File: src/rtl/apa102_frame_streamer.sv
// Streams one APA102 frame (start, per-LED words, end) from a pixel buffer through a byte-wide SPI master.
// Optional: define APA102_DOUBLE_BUFFER_EN for two pixel banks that swap when a frame is accepted.
module apa102_frame_streamer #(
  parameter int num_leds   = 32,
  parameter int addr_width = (num_leds > 1) ? $clog2(num_leds) : 1,
  parameter int end_bytes  = (num_leds + 15) / 16
) (
  input  logic                  module_clk,
  input  logic                  rst_n,
  input  logic                  wr_en,
  input  logic [addr_width-1:0] wr_addr,
  input  logic [23:0]           wr_data,
  input  logic [4:0]            brightness,
  input  logic                  frame_start,
  output logic                  busy,
  output logic                  frame_done,
  output logic                  spi_t_start,
  output logic [7:0]            spi_d_in,
  output logic [3:0]            spi_t_size,
  input  logic                  spi_transmit_done
);

  localparam int cnt_width = $clog2(4 * num_leds);
  localparam logic [cnt_width-1:0] start_last = cnt_width'(3);
  localparam logic [cnt_width-1:0] led_last   = cnt_width'(4 * num_leds - 1);
  localparam logic [cnt_width-1:0] end_last   = cnt_width'(end_bytes - 1);

  typedef enum logic [2:0] {IDLE, START, LED, END_FRAME, DONE} phase_t;
  typedef enum logic {ISSUE, WAIT} sub_t;

  phase_t                phase, phase_nxt;
  sub_t                  sub, sub_nxt;
  logic [cnt_width-1:0]  byte_cnt, byte_nxt;
  logic [addr_width-1:0] led_idx, led_nxt, rd_addr;
  logic [4:0]            bright_lat;
  logic [23:0]           shadow;
  logic                  accept, rd_en, wr_ok;

  assign spi_t_size = 4'd8;
  assign busy       = (phase != IDLE) && (phase != DONE);
  assign wr_ok      = wr_en && (int'(wr_addr) < num_leds);
  // Next pixel to fetch: LED 0 at the end of the start frame, otherwise the one after the current LED.
  assign rd_addr    = (phase == START) ? '0 : led_idx + addr_width'(1);

`ifdef APA102_DOUBLE_BUFFER_EN
  logic [23:0] pixel_ram [2][num_leds];
  logic        front_bank;

  always_ff @(posedge module_clk or negedge rst_n) begin
    if (!rst_n)      front_bank <= 1'b0;
    else if (accept) front_bank <= ~front_bank;
  end

  always_ff @(posedge module_clk) begin
    if (wr_ok) pixel_ram[~front_bank][wr_addr] <= wr_data;
    if (rd_en) shadow <= pixel_ram[front_bank][rd_addr];
  end
`else
  logic [23:0] pixel_ram [num_leds];

  always_ff @(posedge module_clk) begin
    if (wr_ok) pixel_ram[wr_addr] <= wr_data;
    if (rd_en) shadow <= pixel_ram[rd_addr];
  end
`endif

  always_ff @(posedge module_clk or negedge rst_n) begin
    if (!rst_n) begin
      phase      <= IDLE;
      sub        <= ISSUE;
      byte_cnt   <= '0;
      led_idx    <= '0;
      bright_lat <= '0;
    end else begin
      phase    <= phase_nxt;
      sub      <= sub_nxt;
      byte_cnt <= byte_nxt;
      led_idx  <= led_nxt;
      if (accept) bright_lat <= brightness;
    end
  end

  // Counters only advance on transmit_done, so spi_d_in stays put for the whole WAIT window.
  always_comb begin
    phase_nxt   = phase;
    sub_nxt     = sub;
    byte_nxt    = byte_cnt;
    led_nxt     = led_idx;
    accept      = 1'b0;
    rd_en       = 1'b0;
    frame_done  = 1'b0;
    spi_t_start = 1'b0;
    spi_d_in    = 8'h00;

    case (phase)
      LED: begin
        case (byte_cnt[1:0])
          2'd0:    spi_d_in = {3'b111, bright_lat};
          2'd1:    spi_d_in = shadow[7:0];
          2'd2:    spi_d_in = shadow[15:8];
          default: spi_d_in = shadow[23:16];
        endcase
      end
      END_FRAME: spi_d_in = 8'hFF;
      default:   spi_d_in = 8'h00;
    endcase

    case (phase)
      IDLE: begin
        if (frame_start) begin
          accept    = 1'b1;
          phase_nxt = START;
          sub_nxt   = ISSUE;
          byte_nxt  = '0;
          led_nxt   = '0;
        end
      end
      START, LED, END_FRAME: begin
        if (sub == ISSUE) begin
          spi_t_start = 1'b1;
          sub_nxt     = WAIT;
        end else if (spi_transmit_done) begin
          sub_nxt  = ISSUE;
          byte_nxt = byte_cnt + cnt_width'(1);
          if (phase == START && byte_cnt == start_last) begin
            phase_nxt = LED;
            byte_nxt  = '0;
            rd_en     = 1'b1;
          end else if (phase == LED && byte_cnt == led_last) begin
            phase_nxt = END_FRAME;
            byte_nxt  = '0;
            led_nxt   = '0;
          end else if (phase == LED && byte_cnt[1:0] == 2'd3) begin
            led_nxt = led_idx + addr_width'(1);
            rd_en   = 1'b1;
          end else if (phase == END_FRAME && byte_cnt == end_last) begin
            phase_nxt = DONE;
            byte_nxt  = '0;
          end
        end
      end
      DONE: begin
        frame_done = 1'b1;
        phase_nxt  = IDLE;
      end
      default: phase_nxt = IDLE;
    endcase
  end

endmodule

File: config.mk
export PLATFORM = sky130hd
export DESIGN_NAME = apa102_frame_streamer
export DESIGN_NICKNAME = d
export VERILOG_FILES = /design/src/rtl/apa102_frame_streamer.sv
export SDC_FILE = /design/constraint.sdc
export NUM_CORES = 1
export LEC_CHECK = 0
export CAP_MARGIN = 20
export CELL_PAD_IN_SITES_DETAIL_PLACEMENT = 1
export CELL_PAD_IN_SITES_GLOBAL_PLACEMENT = 2
export CORE_MARGIN = 5
export CORE_UTILIZATION = 47
export DETAILED_ROUTE_END_ITERATION = 10
export GPL_TIMING_DRIVEN = 0
export PLACE_DENSITY = 0.76
export SLEW_MARGIN = 20
export SYNTH_ARGS = -nofsm -noshare
export SYNTH_HDL_FRONTEND = slang
export SYNTH_SLANG_ARGS = --single-unit
File: constraint.sdc
create_clock -name module_clk -period 2.77 [get_ports module_clk]
set_input_delay 0.554 -clock module_clk [delete_from_list [all_inputs] [get_ports module_clk]]
set_output_delay 0.554 -clock module_clk [all_outputs]
set_load 0.05 [all_outputs]
==> impl_results.rst <==
.. list-table::
   :header-rows: 1

   * - Metric
     - Value
   * - Net switching fraction of the power
     - 34.7%
   * - Net switching power of the design
     - 0.0134 W
   * - Int Power
     - 0.0252 W
   * - Avg Synthesized Cell Area
     - 16.1 sq um
   * - Root cell of the clock tree
     - sky130_fd_sc_hd__clkbuf_16
   * - Worst-path cell chain
     - buf_6, ha_4, buf_6, a222oi_1, nand2_1, o21ai_1, a21oi_1, buf_4
   * - Clock sink count
     - 813
   * - Utilization after layout
     - 56.5%
   * - Library cell with the highest instance count after synthesis
     - sky130_fd_sc_hd__edfxtp_1
   * - Overall fraction of global-route tracks in use
     - 27.8%
   * - Proportion of power drawn by flip-flops and latches
     - 36.4%
   * - Kind of cell adding the most delay to the critical path
     - buffers and inverters
   * - Post-synthesis instance area
     - 0.0331 sq mm
   * - Max Cap Violations
     - 0
   * - Max FO, Critical Path
     - 6
   * - Final Max Tran Viols
     - 0
   * - Required time of the critical path
     - 2220 ps
   * - Number of levels in the clock H-tree
     - 3
   * - Post-Route Skew
     - 18.8 ps
   * - Transition time at the pin with the least slew margin
     - 1120 ps
   * - # IOs
     - 54
   * - Number of global-route vias before repair
     - 20800
   * - Net count of the finished layout
     - 2284
   * - Worst Setup Path Type
     - flip-flop to primary output
   * - Top cell types by occurrence after synthesis
     - sky130_fd_sc_hd__edfxtp_1, sky130_fd_sc_hd__mux2i_1, sky130_fd_sc_hd__o21ai_0, sky130_fd_sc_hd__nand2_1, sky130_fd_sc_hd__a21oi_1
   * - GR Overflow Total
     - 0
   * - Count of unresolved DRC violations after routing
     - 0
   * - Number of buffers added on ports
     - 49
   * - Gate power share
     - 33.7%
   * - Routed len/inst
     - 32.8 um
   * - Beginning of the critical path
     - byte_cnt[0]$_DFFE_PN0P_
   * - Detailed-route vias per instance
     - 6.34
   * - Setup Viol. Count Final
     - 5
   * - Leading area contributor after synthesis
     - sky130_fd_sc_hd__edfxtp_1
   * - Minimum setup slack in the final design
     - -51.2 ps
   * - Shortest period the worst path allows
     - 2820 ps
   * - Sum of buffers and inverters on the critical path
     - 3
   * - CP endpoint kind
     - primary output
   * - Power Dens Cells
     - 977 mW/mm^2
   * - Starting utilization of the core area
     - 47.3%
   * - Total vias in the final route
     - 20600
   * - VDD IR-drop max
     - 0.735 mV
   * - Result of the run
     - complete, but fails checks
   * - Total wire length after detailed routing
     - 107000 um
   * - Distinct cell type count of the synthesized netlist
     - 66
   * - Filler Cell Count
     - 6435
   * - Class of the worst hold path
     - primary input to async pin
   * - Worst reg-to-reg path cell count
     - 9
   * - Portion of total power attributed to the clock network
     - 29.9%
   * - Num CTS Buffers
     - 88
   * - Clk slew on worst S/H paths
     - 60 ps
   * - HPWL after detailed placement
     - 72500 um
   * - Share of post-route cells with drive strength above 1
     - 22.3%
   * - Top area cells in the synthesized netlist
     - sky130_fd_sc_hd__edfxtp_1, sky130_fd_sc_hd__mux2i_1, sky130_fd_sc_hd__o21ai_0
   * - Cell count after synthesis
     - 2054
   * - Relative area change from synthesis to final layout
     - 19.4%
   * - Fraction of post-synthesis cell area in the top cell type by area
     - 71.9%
   * - Largest net degree at the start of global routing
     - 33
   * - Violations in the final reports
     - setup timing
   * - Cell area after layout
     - 0.0395 sq mm
   * - Setup repair after global routing missed its margin
     - yes
   * - Antenna violations before repair
     - 2
   * - R2R Setup Slk
     - -40 ps
   * - Asr flop ratio synth
     - 2.58%
   * - First-pass GRT wire length
     - 151000 um
   * - Max Clk Rate
     - 354 MHz
   * - Final Hold Viols
     - 0
   * - Share of the clock period used by the worst path
     - 102%
   * - DRC violation total after the first TritonRoute iteration
     - 2358
   * - Die X
     - 275 um
   * - Data arrival time of the critical path
     - 2270 ps
   * - Cell mode on critical path
     - sky130_fd_sc_hd__buf_6
   * - Number of iterations in the first detailed-routing pass
     - 6
   * - Max transition margin
     - 25.0%
   * - Primary FF master, synth
     - sky130_fd_sc_hd__edfxtp_1
   * - Ys Warns
     - 0
   * - Reg2Reg Capture Point
     - shadow[20]$_DFFE_PP_
   * - CTS tree
     - built
   * - Maximum number of buffers from clock root to sink
     - 3
   * - RD Place Congestion
     - 0.908
   * - Number of nets still failing antenna checks after routing
     - 0
   * - Antenna cell count
     - 0
   * - Static power due to leakage
     - 12.8 nW
   * - Post-synthesis register bit count
     - 813
   * - Critical path launch point type
     - flip-flop
   * - Vertical die dimension
     - 275 um
   * - Latest clock arrival within the worst-skew pair
     - 640 ps
   * - Area of the placeable core
     - 0.0699 sq mm
   * - Number of placement rows
     - 97
   * - Highest cell delay on the worst timing path
     - 460 ps
   * - Post-Place Cell Area
     - 0.0357 sq mm
   * - Proportion of synthesized chip area in sequential cells
     - 73.5%
   * - Slowest stage cell on the critical path
     - sky130_fd_sc_hd__dfrtp_2
   * - Die Area
     - 0.0758 sq mm
   * - Number of enable-type register cells in the synthesized netlist
     - 792
   * - Worst R2R Start
     - led_idx[0]$_DFFE_PN0P_
==> final cells by class <==
type	count	area (sq um)	share of cell area [%]
Timing Repair Buffer	100	1260	3.19
Sequential cell	813	24300	61.6
Multi-Input combinational cell	1084	8780	22.2
Buffer	142	1120	2.84
Clock buffer	116	2370	6.00
Clock inverter	44	419	1.06
Inverter	11	46.3	0.117
Tap cell	940	1180	2.98
==> registers in the layout, indices dropped and copies added, names as in the netlist <==
register,cells
pixel_ram,768
shadow,24
byte_cnt,7
bright_lat,5
led_idx,5
phase,3
sub,1
==> placed cells by master, fill, tap and decap left out, types with 20 or more instances in the layout <==
master / netlist / routed
sky130_fd_sc_hd__clkbuf_16: 0 / 92
sky130_fd_sc_hd__o21ai_0: 107 / 100
sky130_fd_sc_hd__buf_6: 5 / 24
sky130_fd_sc_hd__nand3b_1: 29 / 29
sky130_fd_sc_hd__clkbuf_1: 62 / 32
sky130_fd_sc_hd__mux2_2: 41 / 41
sky130_fd_sc_hd__nand3_1: 39 / 39
sky130_fd_sc_hd__or3_1: 25 / 20
sky130_fd_sc_hd__nor2b_1: 32 / 32
sky130_fd_sc_hd__o21a_1: 20 / 20
sky130_fd_sc_hd__buf_12: 0 / 24
sky130_fd_sc_hd__clkbuf_2: 1 / 27
sky130_fd_sc_hd__nand2_1: 84 / 82
sky130_fd_sc_hd__clkinv_2: 0 / 20
sky130_fd_sc_hd__buf_4: 11 / 54
sky130_fd_sc_hd__edfxtp_1: 792 / 792
sky130_fd_sc_hd__nor2_4: 0 / 35
sky130_fd_sc_hd__a211oi_1: 35 / 30
sky130_fd_sc_hd__a22o_1: 39 / 39
sky130_fd_sc_hd__buf_2: 62 / 47
sky130_fd_sc_hd__mux2i_1: 179 / 178
sky130_fd_sc_hd__and3_1: 25 / 24
sky130_fd_sc_hd__nor2_1: 69 / 34
sky130_fd_sc_hd__a221oi_1: 29 / 23
sky130_fd_sc_hd__a21oi_1: 76 / 73
sky130_fd_sc_hd__o211ai_1: 34 / 34
sky130_fd_sc_hd__a22oi_1: 20 / 20
==> per-stage QoR <==
| step | setup slack [ps] | hold slack (ps) | instances | TNS [ps] | total power, W |
|---|---|---|---|---|---|
| finish | -51.2 | 442 | 3250 | -153 | 0.0386 |
| CTS | -147 | 469 | 3237 | -496 | 0.0381 |
| floorplan | 129 | 258 | 2056 | 0 | 0.0208 |
| detailed placement | -1090 | 520 | 3078 | -153130 | 0.0256 |
| global route | -163 | 466 | 3250 | -1000 | 0.0397 |
| global placement | -1990 | 507 | 3045 | -1086320 | 0.0253 |
==> routing by layer <==
layer | part of all wire, % | global-route usage [%]
met3 | 8.0 | 4.29
met2 | 48 | 45.6
met4 | 4.1 | 10.1
met1 | 40 | 38.2
met5 | 0 | 0
==> power by group through the flow <==
| stage | combinational (W) | sequential [W] | clock [W] |
|---|---|---|---|
| after floorplan | 0.00662 | 0.0142 | 0 |
| after global placement | 0.0111 | 0.0143 | 0 |
| after detailed placement | 0.0114 | 0.0143 | 0 |
| after CTS | 0.0124 | 0.0140 | 0.0117 |
| after global routing | 0.0135 | 0.0141 | 0.0122 |
| final | 0.0130 | 0.0140 | 0.0115 |
==> how the worst max path moves through the flow <==
stage | slack [ps] | to | cells after the start
detailed placement | -1090 | shadow[20]$_DFFE_PP_ | 9
finish | -50 | spi_d_in[4] | 8
global placement | -1990 | pixel_ram[28][0]$_DFFE_PP_ | 4
CTS | -150 | spi_d_in[5] | 7
global route | -160 | spi_d_in[4] | 8
floorplan | 130 | pixel_ram[12][0]$_DFFE_PP_ | 3
==> cell families after synthesis <==
family                     after synthesis  share of synthesized area (%)
AOI/OAI and AO/OA                      473                           10.2
buffers and inverters                  159                           2.28
DFF                                    813                           73.5
adders and majority gates                5                          0.189
muxes                                  238                           8.04
other                                    2                         0.0227
and+or+nand+nor                        359                           5.69
xor gates and xnor gates                 5                          0.132
==> worst reg2reg max path, delay by kind of cell (launching register included) <==
kind | cells | cell delay, ps
muxes | 1 | 260
AOI/OAI and AO/OA | 3 | 860
DFF | 1 | 430
buffers and inverters | 5 | 940
==> what timing repair did <==
item,4_1_cts,5_1_grt
pin swaps,8,25
buffers inserted,4,12
endpoints found under the hold margin,0,21
hold buffers,0,1
gates cloned,0,1
resized for setup,258,92
endpoints found under the setup margin,36,30
Power figures use the tool's default switching activity.
